==> src/rtl/cpu_ctrl_pkg.sv <==
// Shared definitions for the accumulator CPU control path: opcode fields and
// the multicycle controller state encoding.
package cpu_ctrl_pkg;

   // instruction[3:1] class codes
   localparam logic [2:0] OP_LDA = 3'b000;
   localparam logic [2:0] OP_STA = 3'b001;
   localparam logic [2:0] OP_ADA = 3'b010;
   localparam logic [2:0] OP_ANA = 3'b011;
   localparam logic [2:0] OP_JMP = 3'b100;
   localparam logic [2:0] OP_LDI = 3'b101;

   // full 4-bit register-register codes
   localparam logic [3:0] OP_MVR = 4'b1100;
   localparam logic [3:0] OP_ADR = 4'b1101;
   localparam logic [3:0] OP_ANR = 4'b1110;
   localparam logic [3:0] OP_ORR = 4'b1111;

   typedef enum logic [3:0] {
      IF     = 4'd0,
      DEC    = 4'd1,
      LDI    = 4'd2,
      MVR    = 4'd3,
      RT     = 4'd4,
      RT_WB  = 4'd5,
      IF2    = 4'd6,
      MEM_RD = 4'd7,
      MEM_WR = 4'd8,
      JMP    = 4'd9,
      WB     = 4'd10
   } ctrl_state_t;

   function automatic logic is_mem_state(input ctrl_state_t s);
      return s inside {IF, IF2, MEM_RD, MEM_WR};
   endfunction

endpackage

==> src/rtl/wait_counter.sv <==
// Per-state wait counter: clears on state entry, counts up while enabled and
// flags the final cycle of the stretched state.
module wait_counter #(
   parameter int CNT_W = 1,
   parameter int LAST  = 0
) (
   input  logic clk,
   input  logic rst,
   input  logic clr,
   input  logic en,
   output logic last
);

   localparam logic [CNT_W-1:0] LAST_V = CNT_W'(LAST);

   logic [CNT_W-1:0] cnt_q;

   always_ff @(posedge clk or posedge rst) begin
      if (rst)
         cnt_q <= '0;
      else if (clr)
         cnt_q <= '0;
      else if (en && !last)
         cnt_q <= cnt_q + 1'b1;
   end

   assign last = (cnt_q == LAST_V);

endmodule

==> src/rtl/multicycle_controller.sv <==
// Multicycle control FSM for the 4-bit-opcode accumulator datapath; drives all
// load strobes and mux selects from the current state and wait counter.
module multicycle_controller
   import cpu_ctrl_pkg::*;
#(
   parameter int WAIT_CYCLES = 0
) (
   input  logic       clk,
   input  logic       rst,
   input  logic [3:0] instruction,
   input  logic       out_jump_sel,
   input  logic       stall,
   output logic       ld_PC,
   output logic       cen_PC,
   output logic       ld_IR,
   output logic       ld_DI,
   output logic       ld_ALU,
   output logic       write_en_rf,
   output logic       ld_CZN,
   output logic       ld_TR,
   output logic       sel_IR_3_2,
   output logic       sel_DI_4_3,
   output logic       sel_RF_write_src_TR_12_5,
   output logic       sel_RF_write_src_ALU,
   output logic       sel_RF_write_src_reg1,
   output logic       sel_MEM_src_TR,
   output logic       sel_MEM_src_PC,
   output logic       sel_ALU_src_reg1,
   output logic       sel_ALU_src_TR,
   output logic       sel_CZN_src_RF,
   output logic       sel_CZN_src_ALU,
   output logic       sel_PC_src_jump,
   output logic       MEM_read,
   output logic       MEM_write,
   output logic [3:0] state,
   output logic       instr_done
);

   localparam int CNT_W = (WAIT_CYCLES < 1) ? 1 : $clog2(WAIT_CYCLES + 1);

   ctrl_state_t state_q, state_n;
   logic        last, mem_st, final_cyc, stalled, cnt_clr;

   assign mem_st    = is_mem_state(state_q);
   assign final_cyc = !mem_st || last;
   assign stalled   = (state_q == IF) && stall;
   // Any state change (or a stall in IF) restarts the wait count for the next state.
   assign cnt_clr   = (state_n != state_q) || stalled;

   wait_counter #(
      .CNT_W (CNT_W),
      .LAST  (WAIT_CYCLES)
   ) u_wait_counter (
      .clk  (clk),
      .rst  (rst),
      .clr  (cnt_clr),
      .en   (mem_st),
      .last (last)
   );

   always_ff @(posedge clk or posedge rst) begin
      if (rst)
         state_q <= IF;
      else
         state_q <= state_n;
   end

   always_comb begin
      state_n = state_q;
      unique case (state_q)
         IF:      if (!stall && last) state_n = DEC;
         DEC: begin
            if (instruction[3:1] == OP_LDI)
               state_n = LDI;
            else if (instruction == OP_MVR)
               state_n = MVR;
            else if (instruction inside {OP_ADR, OP_ANR, OP_ORR})
               state_n = RT;
            else
               state_n = IF2;
         end
         RT:      state_n = RT_WB;
         IF2: begin
            if (last) begin
               if (instruction[3:1] == OP_STA)
                  state_n = MEM_WR;
               else if (instruction[3:1] == OP_JMP)
                  state_n = JMP;
               else
                  state_n = MEM_RD;
            end
         end
         MEM_RD:  if (last) state_n = WB;
         MEM_WR:  if (last) state_n = IF;
         LDI, MVR, RT_WB, JMP, WB: state_n = IF;
         default: state_n = IF;
      endcase
   end

   always_comb begin
      ld_PC                    = 1'b0;
      cen_PC                   = 1'b0;
      ld_IR                    = 1'b0;
      ld_DI                    = 1'b0;
      ld_ALU                   = 1'b0;
      write_en_rf              = 1'b0;
      ld_CZN                   = 1'b0;
      ld_TR                    = 1'b0;
      sel_IR_3_2               = 1'b0;
      sel_DI_4_3               = 1'b0;
      sel_RF_write_src_TR_12_5 = 1'b0;
      sel_RF_write_src_ALU     = 1'b0;
      sel_RF_write_src_reg1    = 1'b0;
      sel_MEM_src_TR           = 1'b0;
      sel_MEM_src_PC           = 1'b0;
      sel_ALU_src_reg1         = 1'b0;
      sel_ALU_src_TR           = 1'b0;
      sel_CZN_src_RF           = 1'b0;
      sel_CZN_src_ALU          = 1'b0;
      sel_PC_src_jump          = 1'b0;
      MEM_read                 = 1'b0;
      MEM_write                = 1'b0;
      instr_done               = 1'b0;
      // Reset masks everything combinationally so an abort is seen at once.
      if (!rst) begin
         unique case (state_q)
            IF: if (!stall) begin
               MEM_read       = 1'b1;
               sel_MEM_src_PC = 1'b1;
               ld_IR          = last;
               ld_PC          = last;
            end
            LDI: begin
               ld_DI      = 1'b1;
               instr_done = 1'b1;
            end
            MVR: begin
               sel_IR_3_2            = 1'b1;
               sel_RF_write_src_reg1 = 1'b1;
               write_en_rf           = 1'b1;
               ld_CZN                = 1'b1;
               sel_CZN_src_ALU       = 1'b1;
               instr_done            = 1'b1;
            end
            RT: begin
               sel_IR_3_2       = 1'b1;
               sel_ALU_src_reg1 = 1'b1;
               ld_ALU           = 1'b1;
               ld_CZN           = 1'b1;
               sel_CZN_src_ALU  = 1'b1;
            end
            RT_WB: begin
               sel_RF_write_src_ALU = 1'b1;
               write_en_rf          = 1'b1;
               instr_done           = 1'b1;
            end
            IF2: begin
               MEM_read       = 1'b1;
               sel_MEM_src_PC = 1'b1;
               ld_TR          = last;
               ld_PC          = last;
            end
            MEM_RD: begin
               MEM_read       = 1'b1;
               sel_MEM_src_TR = 1'b1;
               if (last) begin
                  if (instruction[3:1] == OP_LDA) begin
                     ld_DI = 1'b1;
                  end else begin
                     sel_ALU_src_TR  = 1'b1;
                     ld_ALU          = 1'b1;
                     ld_CZN          = 1'b1;
                     sel_CZN_src_ALU = 1'b1;
                  end
               end
            end
            WB: begin
               write_en_rf = 1'b1;
               if (instruction[3:1] == OP_LDA)
                  sel_DI_4_3 = 1'b1;
               else
                  sel_RF_write_src_ALU = 1'b1;
               instr_done = 1'b1;
            end
            MEM_WR: begin
               MEM_write      = 1'b1;
               sel_MEM_src_TR = 1'b1;
               instr_done     = final_cyc;
            end
            JMP: begin
               ld_PC           = out_jump_sel;
               sel_PC_src_jump = out_jump_sel;
               instr_done      = 1'b1;
            end
            default: ;
         endcase
      end
   end

   assign state = state_q;

endmodule

==> config.mk <==
export PLATFORM = sky130hd
export DESIGN_NAME = multicycle_controller
export DESIGN_NICKNAME = d
export VERILOG_FILES = /design/src/rtl/cpu_ctrl_pkg.sv /design/src/rtl/wait_counter.sv /design/src/rtl/multicycle_controller.sv
export SDC_FILE = /design/constraint.sdc
export NUM_CORES = 1
export LEC_CHECK = 0
export ABC_CLOCK_PERIOD_IN_PS = 1600
export BUFFER_PORTS_ARGS = -buffer_cell sky130_fd_sc_hd__buf_2
export CORE_MARGIN = 2
export CORE_UTILIZATION = 44
export DETAILED_ROUTE_END_ITERATION = 10
export GPL_TIMING_DRIVEN = 0
export HOLD_SLACK_MARGIN = 0.08
export PLACE_DENSITY = 0.75
export SYNTH_ARGS = -nofsm -noshare
export SYNTH_HDL_FRONTEND = slang
export SYNTH_SLANG_ARGS = --single-unit
==> constraint.sdc <==
create_clock -name clk -period 1.6 [get_ports clk]
set_input_delay 0.08 -clock clk [delete_from_list [all_inputs] [get_ports clk]]
set_output_delay 0.08 -clock clk [all_outputs]
set_load 0.02 [all_outputs]
==> results.md, run 1 <==
* Max-cap violations at 0
* EDFF count, synth at 0
* # diodes at 0
* Seq/Total Area, Yosys at 18.38%
* Max IR drop VDD at 1.119 mV
* Sw Ratio at 49.84%
* Root Driver: clkbuf_4
* Drt wl/cell at 18.43 µm
* Synth cell types at 36
* Hold depth at 4
* Reg2reg start: state[3]
* Boundary pin count at 35
* CTS tree: done
* Post-Place Worst Slack at -25.65 ps
* First-pass detailed-route iteration total at 5
* Die area at 1877 µm²
* Row count at 14
* Routability congestion estimate at 0.9491
* Initial antenna violation count at 0
* Yosys warns at 0
* Area of the multi-input gates at 624.3 µm²
* Leak at 0.6042 nW
* Post-synth design cell area at 680.7 µm²
* Die Span Y at 43.33 µm
* Final Skew at 0.8011 ps
* Worst R2R End: state[0]
* Worst min path class: primary input to register
* Fmax achieved at 568.2 MHz
* FF+latch area at 127.6 µm²
* Clock buffer count from CTS at 3
* Final Cell Area at 1291 µm²
* Worst skew pair latency at 250 ps
* Setup violators final at 13
* GRT Total Usage at 28.04%
* DRC at 0
* Largest net degree at the start of global routing at 13
* Synth top area share at 18.38%
* ANT nets after route at 0
* Slew Limit Fails at 0
* Initial core utilization at 46.26%
* Critical path class: register to output port
* Post-synth ARST share at 100.0%
* Core area at 1471 µm²
* Crit. End Element: output port
* Vias per std cell at 6.124
* Clk network pwr share at 8.2%
* Clk sinks at 5
* WL final at 3281 µm
* Worst-path fanout max at 7
* CTS clk-pin slew, worst paths at 50 ps
* P&R area growth vs syn at 89.71%
* 1st-iter DRT viols at 70
* Required @ worst endpoint at 1520 ps
* Comb pwr share at 80.9%
* Final period util at 110.0%
* Layout cells sized above 1 at 61.11%
* Seq cells post-synth at 5
* First-pass GRT wire length at 4022 µm
* # fillers at 82
* Final nets at 171
* Synth area leader: dfrtp_1
* Main synth FF type: dfrtp_1
* Die width at 43.33 µm
* Worst reg-to-reg setup slack at 150 ps
* I/O Buffers at 29
* Global route overflow at 0
* Vias in the first global route at 865
* Failing checks: setup timing
* CP Launch Type: register
* Status: finished, violations left
* Setup ws final at -160.1 ps
* Bufs on Longest Clock Path at 2
* Mapped Cells at 105
* Hold Fails Final Rpt at 0
* Headroom to the max-slew limit at 48.59%
* Sequential share of power at 10.8%
* Via count at 1090
* Area after DPL at 894.6 µm²
* Average cell area after synthesis at 6.482 µm²
* Worst hold path endpoint: state[0]
* Final Critical Period at 1760 ps
* HP Start: instruction[0]
* P_int at 0.001002 W
* Post-DP HPWL at 1493 µm
* Worst Max-Slew Pin Slew at 765.3 ps
* Pwr/cell area at 1548 nW/µm²
* H-tree levels at 1
* Net switching power at 0.0009960 W
* RSZ-0062 raised after global routing: yes
* Area contributors post-synth: dfrtp_1, nor2_1, buf_4
* Cells on worst reg2reg path at 7
* Critical Path AT at 1680 ps
==> logic make-up (layout without fill, tap and decap cells) <==
group | Yosys count | after routing | share of synthesized area [%]
AND/OR/NAND/NOR | 57 | 57 | 41.92
AO/OA/AOI/OAI | 20 | 20 | 18.38
XOR/XNOR | 3 | 3 | 3.861
multiplexers | 1 | 1 | 1.654
other | 1 | 4 | 0.5509
buffers and inverters | 18 | 72 | 15.26
flip-flops | 5 | 5 | 18.38
==> synth_stat cells (2+ instances only) <==
cell,count
nor2_1,13
nand2_1,11
a21oi_1,8
nor3_1,8
buf_4,6
nand3_1,6
dfrtp_1,5
buf_2,4
nor4_1,4
clkbuf_1,3
inv_1,3
nand4_1,3
o21ai_0,3
or3_1,3
a21boi_0,2
nor2b_1,2
xor2_1,2
==> metrics by stage <==
| stage | power (W) | setup TNS [ps] | hold WS, ps | cells | util [%] |
|---|---|---|---|---|---|
| 6_report | 0.001998 | -757.3 | 173.9 | 178 | 87.76 |
| 3_3_place_gp | 0.001115 | 0 | 26.51 | 153 | 60.80 |
| 4_1_cts | 0.001550 | -151.4 | 153.7 | 164 | 74.74 |
| 3_5_place_dp | 0.001124 | -30.19 | 28.49 | 153 | 60.80 |
| 5_1_grt | 0.002084 | -1828 | 195.9 | 178 | 87.76 |
| 2_1_floorplan | 0.0008947 | -81.13 | -125.2 | 108 | - |
==> final cells by class <==
cell class	instances	area share [%]
multi-input cells	85	48.35
repair buffers	51	28.29
flip-flops and latches	5	9.884
plain buffers	14	9.012
clock buffers	4	2.035
well taps	16	1.550
inverters	3	0.8721
==> worst max-delay path, cell delays in order (launching register included) <==
cell and delay (ps):
dfrtp_1 400, buf_6 150, buf_4 140, nand2_1 120, nand4_1 150, a311oi_2 260
buf_4 190
==> layer usage <==
layer / vias to the layer above / wire length [µm] / global-route usage (%)
met5: - / 0 / 0
met1: 501 / 1328 / 37.76
li1: 479 / - / -
met2: 92 / 1523 / 46.57
met4: 0 / 110 / 9.697
met3: 18 / 318 / 3.333
==> placed cells by master (no fill, tap or decap), drive strengths merged, types with 4 or more instances in the layout <==
cell type	n
conb	4
clkbuf	7
a21oi	8
dfrtp	5
nor4	4
nor3	8
nand3	6
nor2	13
nand2	12
buf	61
==> state kept, by name, indices dropped and copies added, names as in the netlist <==
signal,count
u_wait_counter.cnt_q,1
state,4
==> power by group through the flow <==
stage | combinational, W | clock [W] | sequential, W
4_1_cts | 0.00119 | 0.000152 | 0.000210
5_1_grt | 0.00169 | 0.000170 | 0.000222
3_3_place_gp | 0.000916 | 0 | 0.000199
2_1_floorplan | 0.000661 | 0 | 0.000234
3_5_place_dp | 0.000925 | 0 | 0.000200
6_report | 0.00162 | 0.000164 | 0.000217
==> worst max path at each step <==
stage          startpoint  cells past startpoint  slack (ps)              end
3_5_place_dp     state[0]                      6         -30            ld_PC
6_report         state[1]                      6        -160            ld_PC
2_1_floorplan    state[1]                      5         -80  sel_CZN_src_ALU
3_3_place_gp     state[0]                      6          20            ld_PC
4_1_cts          state[3]                      6         -80            ld_PC
5_1_grt          state[0]                      8        -250  sel_CZN_src_ALU
==> timing repair <==
item / CTS / global route
endpoints found under the hold margin: 5 / 0
pin swaps: 6 / 9
hold buffers: 1 / 0
buffers inserted: 7 / 14
setup endpoints to repair: 17 / 17
resized for setup: 33 / 25
No activity file was read; power rests on OpenSTA's default activity.
==> inputs of run 2 (changes only) <==
Settings changed: ABC_CLOCK_PERIOD_IN_PS 1600 to 2050, CORE_UTILIZATION 44 to 45, PLACE_DENSITY 0.75 to 0.76.
Clock period 1.6 ns to 2.05 ns, I/O delays scaled along.
==> run 2 against run 1 <==
  * The run now ends clean
  * Clock-buffer cell count did not move
  * Via count decreased by 20%
  * First-iteration DRC count is 67% lower
  * Largest cell class unchanged
==> results.md, run 2 (same netlist as run 1, synthesis figures left out) <==
* FF+latch area at 125.1 µm² (was 127.6 µm²)
* Hold Slack at 184.7 ps (was 173.9 ps)
* P&R area growth vs syn at 31.62% (was 89.71%)
* Pwr/cell area at 1092 nW/µm² (was 1548 nW/µm²)
* CTS tree: done (unchanged)
* Largest net degree at the start of global routing at 11 (was 13)
* Slew Limit Fails at 0 (unchanged)
* Worst-path fanout max at 10 (was 7)
* Layout cells sized above 1 at 33.80% (was 61.11%)
* Fin Setup TNS at 0 ps (was -757.3 ps)
* WL final at 1827 µm (was 3281 µm)
* RSZ-0062 raised after global routing: no (was yes)
* Sw Ratio at 53.46% (was 49.84%)
* Die Span Y at 42.89 µm (was 43.33 µm)
* Leak at 0.4503 nW (was 0.6042 nW)
* I/O Buffers at 29 (unchanged)
* Non-Filler Instances at 158 (was 178)
* Vias per std cell at 5.500 (was 6.124)
* Final Cell Area at 895.9 µm² (was 1291 µm²)
* First-pass GRT wire length at 3187 µm (was 4022 µm)
* Clock buffer count from CTS at 3 (unchanged)
* Total setup buffers inserted after CTS at 0 (was 7)
* # diodes at 0 (unchanged)
* Required @ worst endpoint at 1950 ps (was 1520 ps)
* GRT Total Usage at 22.24% (was 28.04%)
* DRC at 0 (unchanged)
* Net switching power at 0.0005228 W (was 0.0009960 W)
* Hold Fails Final Rpt at 0 (unchanged)
* Vias in the first global route at 767 (was 865)
* Utilization after layout at 61.62% (was 87.76%)
* Routability congestion estimate at 0.9291 (was 0.9491)
* CP Launch Type: register (unchanged)
* Number of flip-flops under the largest register name at 4 (unchanged)
* Bufs on Longest Clock Path at 2 (unchanged)
* Fmax achieved at 520.9 MHz
* Final period util at 93.65%
* Core area at 1454 µm² (was 1471 µm²)
* Initial antenna violation count at 0 (unchanged)
* Clk network pwr share at 12.0% (was 8.2%)
* Post-DP HPWL at 1360 µm (was 1493 µm)
* P_int at 0.0004552 W (was 0.001002 W)
* Final Critical Period at 1920 ps
* First-pass detailed-route iteration total at 4 (was 5)
* Initial core utilization at 46.82% (was 46.26%)
* ANT nets after route at 0 (unchanged)
* Final Skew at 3.698 ps (was 0.8011 ps)
* Most frequent cells in the layout: buf_2, nor2_1, nand2_1, a21oi_1, nor3_1 (was buf_4, buf_2, nor2_1, nand2_1)
* Via count at 869 (was 1090)
* Final nets at 151 (was 171)
* H-tree levels at 1 (unchanged)
* Comb pwr share at 72.3% (was 80.9%)
* 1st-iter DRT viols at 23 (was 70)
* Placed cells at 153 (unchanged)
* Worst reg-to-reg setup slack at 690 ps (was 150 ps)
* Global route overflow at 0 (unchanged)
* Worst min path class: primary input to register (unchanged)
* Worst skew pair latency at 250 ps (about the same)
* # fillers at 157 (was 82)
* Die area at 1840 µm² (was 1877 µm²)
* Critical path class: register to output port (unchanged)
* Boundary pin count at 35 (unchanged)
* Row count at 14 (unchanged)
* Area after DPL at 857.1 µm² (was 894.6 µm²)
* CTS clk-pin slew, worst paths at 40 ps (was 50 ps)
* Critical Path AT at 1820 ps (was 1680 ps)
* Die width at 42.89 µm (was 43.33 µm)
* Area of the multi-input gates at 465.4 µm² (was 624.3 µm²)
* Root Driver: clkbuf_4 (unchanged)
* Most common cell after layout, fill and taps aside: buf_2 (was buf_4)
* Setup violators final at 0 (was 13)
* Drt wl/cell at 11.56 µm (was 18.43 µm)
* Status: completed (was finished, violations left)
* Sequential share of power at 15.7% (was 10.8%)
* Max IR drop VDD at 0.4496 mV (was 1.119 mV)
* Clk sinks at 5 (unchanged)
* Crit. End Element: output port (unchanged)
* Max-cap violations at 0 (unchanged)
## run 2: path summary, 6_finish.rpt
kind | start | to | cells after the start
min | instruction[0] | state[0] | 4
max | u_wait_counter.cnt_q | sel_CZN_src_ALU | 5
min in group asynchronous | rst | state[2] | 3
max reg2reg | state[3] | state[0] | 6
min reg2reg | u_wait_counter.cnt_q | state[0] | 3
max in group asynchronous | rst | u_wait_counter.cnt_q | 3
## run 2: timing repair
action,CTS,global route
resized for setup,0,1
hold endpoints to repair,5,0
hold buffers,1,0
endpoints found under the setup margin,0,2
## run 2: worst max-delay path, stage by stage (launching register included)
cell,delay [ps]
dfrtp_1,400
clkbuf_1,220
or3_1,430
a21boi_0,230
buf_4,140
buf_2,150
## run 2: cell type report
| cell class | instances | area share (%) |
|---|---|---|
| well taps | 16 | 2.235 |
| clock buffers | 4 | 2.933 |
| repair buffers | 30 | 17.32 |
| inverters | 3 | 1.257 |
| flip-flops and latches | 5 | 13.97 |
| multi-input cells | 85 | 51.96 |
| plain buffers | 15 | 10.34 |
## run 2: through the flow
stage                     total power (W)  setup slack [ps]
after floorplan                 0.0006741             24.92
after global placement          0.0008441             409.9
after detailed placement        0.0008425             391.1
after CTS                       0.0009648             116.6
after global routing             0.001058             54.48
final                           0.0009779             130.1
## run 2: power groups by stage
stage	logic [W]	clock network (W)	registers (W)
floorplan	0.000491	0	0.000183
global placement	0.000689	0	0.000155
detailed placement	0.000688	0	0.000154
CTS	0.000693	0.000119	0.000153
global route	0.000770	0.000126	0.000162
finish	0.000707	0.000117	0.000154
## run 2: per-layer routing
metal / wire, µm / vias to the layer above / global-route usage, %
li1: - / 434 / -
met1: 828 / 380 / 29.46
met2: 833 / 51 / 33.64
met3: 144 / 4 / 3.830
met4: 20 / 0 / 12.50
met5: 0 / - / 0
==> inputs of run 3 (changes only) <==
Settings changed: BUFFER_PORTS_ARGS -buffer_cell sky130_fd_sc_hd__buf_2 to -buffer_cell sky130_fd_sc_hd__buf_4, PLACE_DENSITY 0.76 to 0.79.
==> run 3 against run 2 <==
  * Wire length is 8.3% higher
  * Core utilization is 5.0 points higher
  * Setup slack better by 42 ps
  * Maximum frequency grew 2.3%
  * First-iteration DRC count is 43% higher
  * Register-to-register slack got worse by 20 ps
  * Clock-buffer cell count stayed put
  * Sequential cell count unchanged
  * Clock skew rose by 1.0 ps
  * Via count up 4.0%
  * Combinational power up 7.9%
==> results.md, run 3 (same netlist as run 1, synthesis figures left out) <==
* Utilization after layout at 66.61% (was 61.62%)
* CTS tree: done (unchanged)
* Initial antenna violation count at 0 (unchanged)
* # fillers at 141 (was 157)
* Reg2reg start: state[2] (was state[3])
* Critical path class: register to output port (unchanged)
* Total setup buffers inserted after CTS at 0 (unchanged)
* Row count at 14 (unchanged)
* Largest net degree at the start of global routing at 11 (unchanged)
* Setup violators final at 0 (unchanged)
* Die Span Y at 42.89 µm (unchanged)
* Crit. End Element: output port (unchanged)
* Final period util at 91.59% (was 93.65%)
* CP cell instances: buf_2 > nand2_1 > or3_1 > a21boi_1 > buf_4 > buf_4 (was clkbuf_1 > or3_1 > a21boi_0 > buf_4 > buf_2)
* Clk network pwr share at 11.2% (was 12.0%)
* Boundary pin count at 35 (unchanged)
* Routability congestion estimate at 0.9495 (was 0.9291)
* Worst hold path endpoint: state[0] (unchanged)
* Die width at 42.89 µm (unchanged)
* # diodes at 0 (unchanged)
* Fmax achieved at 532.6 MHz (was 520.9 MHz)
* Family with the most delay on the worst path: buffers and inverters (unchanged)
* Bufs and invs on worst path at 3 (unchanged)
* Worst skew pair latency at 240 ps (was 250 ps)
* Net switching power at 0.0005323 W (was 0.0005228 W)
* Global route overflow at 0 (unchanged)
* Clock buffer count from CTS at 3 (unchanged)
* Cell at the slowest stage of the critical path: dfrtp_1 (was or3_1)
* P&R area growth vs syn at 42.28% (was 31.62%)
* Post-DP HPWL at 1531 µm (was 1360 µm)
* ANT nets after route at 0 (unchanged)
* Critical Path AT at 1780 ps (was 1820 ps)
* RSZ-0062 raised after global routing: no (unchanged)
* Crit-path max cell delay at 360 ps (was 430 ps)
* Slew Limit Fails at 0 (unchanged)
* CP Launch Type: register (unchanged)
* HP Start: instruction[0] (unchanged)
* Root Driver: clkbuf_4 (unchanged)
* Cell mode on critical path: buf_4
* DRC at 0 (unchanged)
* H-tree levels at 1 (unchanged)
* Required @ worst endpoint at 1950 ps (about the same)
* Final Critical Period at 1878 ps (was 1920 ps)
* Worst min path class: primary input to register (unchanged)
* Clk sinks at 5 (unchanged)
* Vias per std cell at 5.722 (was 5.500)
* I/O Buffers at 29 (unchanged)
* Leak at 0.4557 nW (was 0.4503 nW)
* Pwr/cell area at 1071 nW/µm² (was 1092 nW/µm²)
* CTS clk-pin slew, worst paths at 40 ps (about the same)
* Die area at 1840 µm² (unchanged)
* Comb pwr share at 73.6% (was 72.3%)
* Final Skew at 4.704 ps (was 3.698 ps)
* GRT Total Usage at 23.14% (was 22.24%)
* Max IR drop VDD at 0.4630 mV (was 0.4496 mV)
* WL final at 1978 µm (was 1827 µm)
* Final nets at 151 (unchanged)
* 1st-iter DRT viols at 33 (was 23)
* Most frequent cells in the layout: buf_4, nor2_1, nand2_1, a21oi_1, nor3_1 (was buf_2, nor2_1, nand2_1, a21oi_1, nor3_1)
* Hold depth at 4 (unchanged)
* Cells on worst reg2reg path at 5 (was 6)
* Sequential share of power at 15.2% (was 15.7%)
* First-pass detailed-route iteration total at 4 (unchanged)
* Max-cap violations at 0 (unchanged)
* Drt wl/cell at 12.52 µm (was 11.56 µm)
* Fin Setup TNS at 0 ps (unchanged)
* Hold Fails Final Rpt at 0 (unchanged)
* P_int at 0.0005052 W (was 0.0004552 W)
* Worst-path fanout max at 10 (unchanged)
* Vias in the first global route at 804 (was 767)
* Most common cell after layout, fill and taps aside: buf_4 (was buf_2)
* Core area at 1454 µm² (unchanged)
* Worst reg-to-reg setup slack at 670 ps (was 690 ps)
* Worst R2R End: state[0] (unchanged)
* Layout cells sized above 1 at 33.80% (unchanged)
* Sw Ratio at 51.30% (was 53.46%)
* Bufs on Longest Clock Path at 2 (unchanged)
* Initial core utilization at 46.82% (unchanged)
* Number of flip-flops under the largest register name at 4 (unchanged)
* First-pass GRT wire length at 3367 µm (was 3187 µm)
* Via count at 904 (was 869)
* Status: completed (unchanged)
[run 3: how the worst max path moves through the flow]
stage,start,end,slack (ps),cells past startpoint
after floorplan,state[1],sel_CZN_src_ALU,20,5
after global placement,u_wait_counter.cnt_q,sel_CZN_src_ALU,390,5
after detailed placement,u_wait_counter.cnt_q,sel_CZN_src_ALU,360,5
after CTS,u_wait_counter.cnt_q,sel_CZN_src_ALU,100,5
after global routing,u_wait_counter.cnt_q,sel_CZN_src_ALU,70,5
final,state[1],sel_CZN_src_ALU,170,6
[run 3: power groups by stage]
stage	clock network, W	registers (W)	logic (W)
floorplan	0	0.000183	0.000491
finish	0.000116	0.000158	0.000763
detailed placement	0	0.000158	0.000746
CTS	0.000117	0.000157	0.000750
global route	0.000128	0.000164	0.000826
global placement	0	0.000157	0.000741
[run 3: cell type report]
cell class | instances | area, µm² | area share [%]
buffer | 15 | 92.59 | 9.561
clock buffer | 4 | 26.28 | 2.713
inverter | 3 | 11.26 | 1.163
multi-input combinational | 85 | 465.4 | 48.06
sequential | 5 | 125.1 | 12.92
tap | 16 | 20.02 | 2.067
timing repair buffer | 30 | 227.7 | 23.51
[run 3: metal layers]
layer	vias to the layer above	global-route usage [%]	part of all wire, %
met2	47	37.88	48
met4	0	9.375	1.8
met1	408	30.31	42
met5	-	0	0
met3	6	2.979	7.8
li1	443	-	-
[run 3: timing repair]
action,in CTS,in global routing
gates resized for setup,0,2
hold buffers,1,0
setup endpoints to repair,0,1
endpoints found under the hold margin,5,0
[run 3: worst register-to-register path, stage by stage, from the launching register on]
cell and delay, ps:
dfrtp_1 490, nor2b_1 170, buf_4 160, nand2_2 70, or3_1 340, nand3_1 80
[run 3: per-stage QoR]
step           power [W]  hold WS (ps)  instance area, µm²  instances  setup WS [ps]
2_1_floorplan  0.0006741        -102.7               691.9        108          24.92
3_3_place_gp   0.0008975         56.22               929.6        153          391.8
3_5_place_dp   0.0009043         58.23               929.6        153          360.2
4_1_cts         0.001024         182.1               965.9        158          95.04
5_1_grt         0.001117         231.3               968.4        158          66.76
6_report        0.001038         179.8               968.4        158          172.5
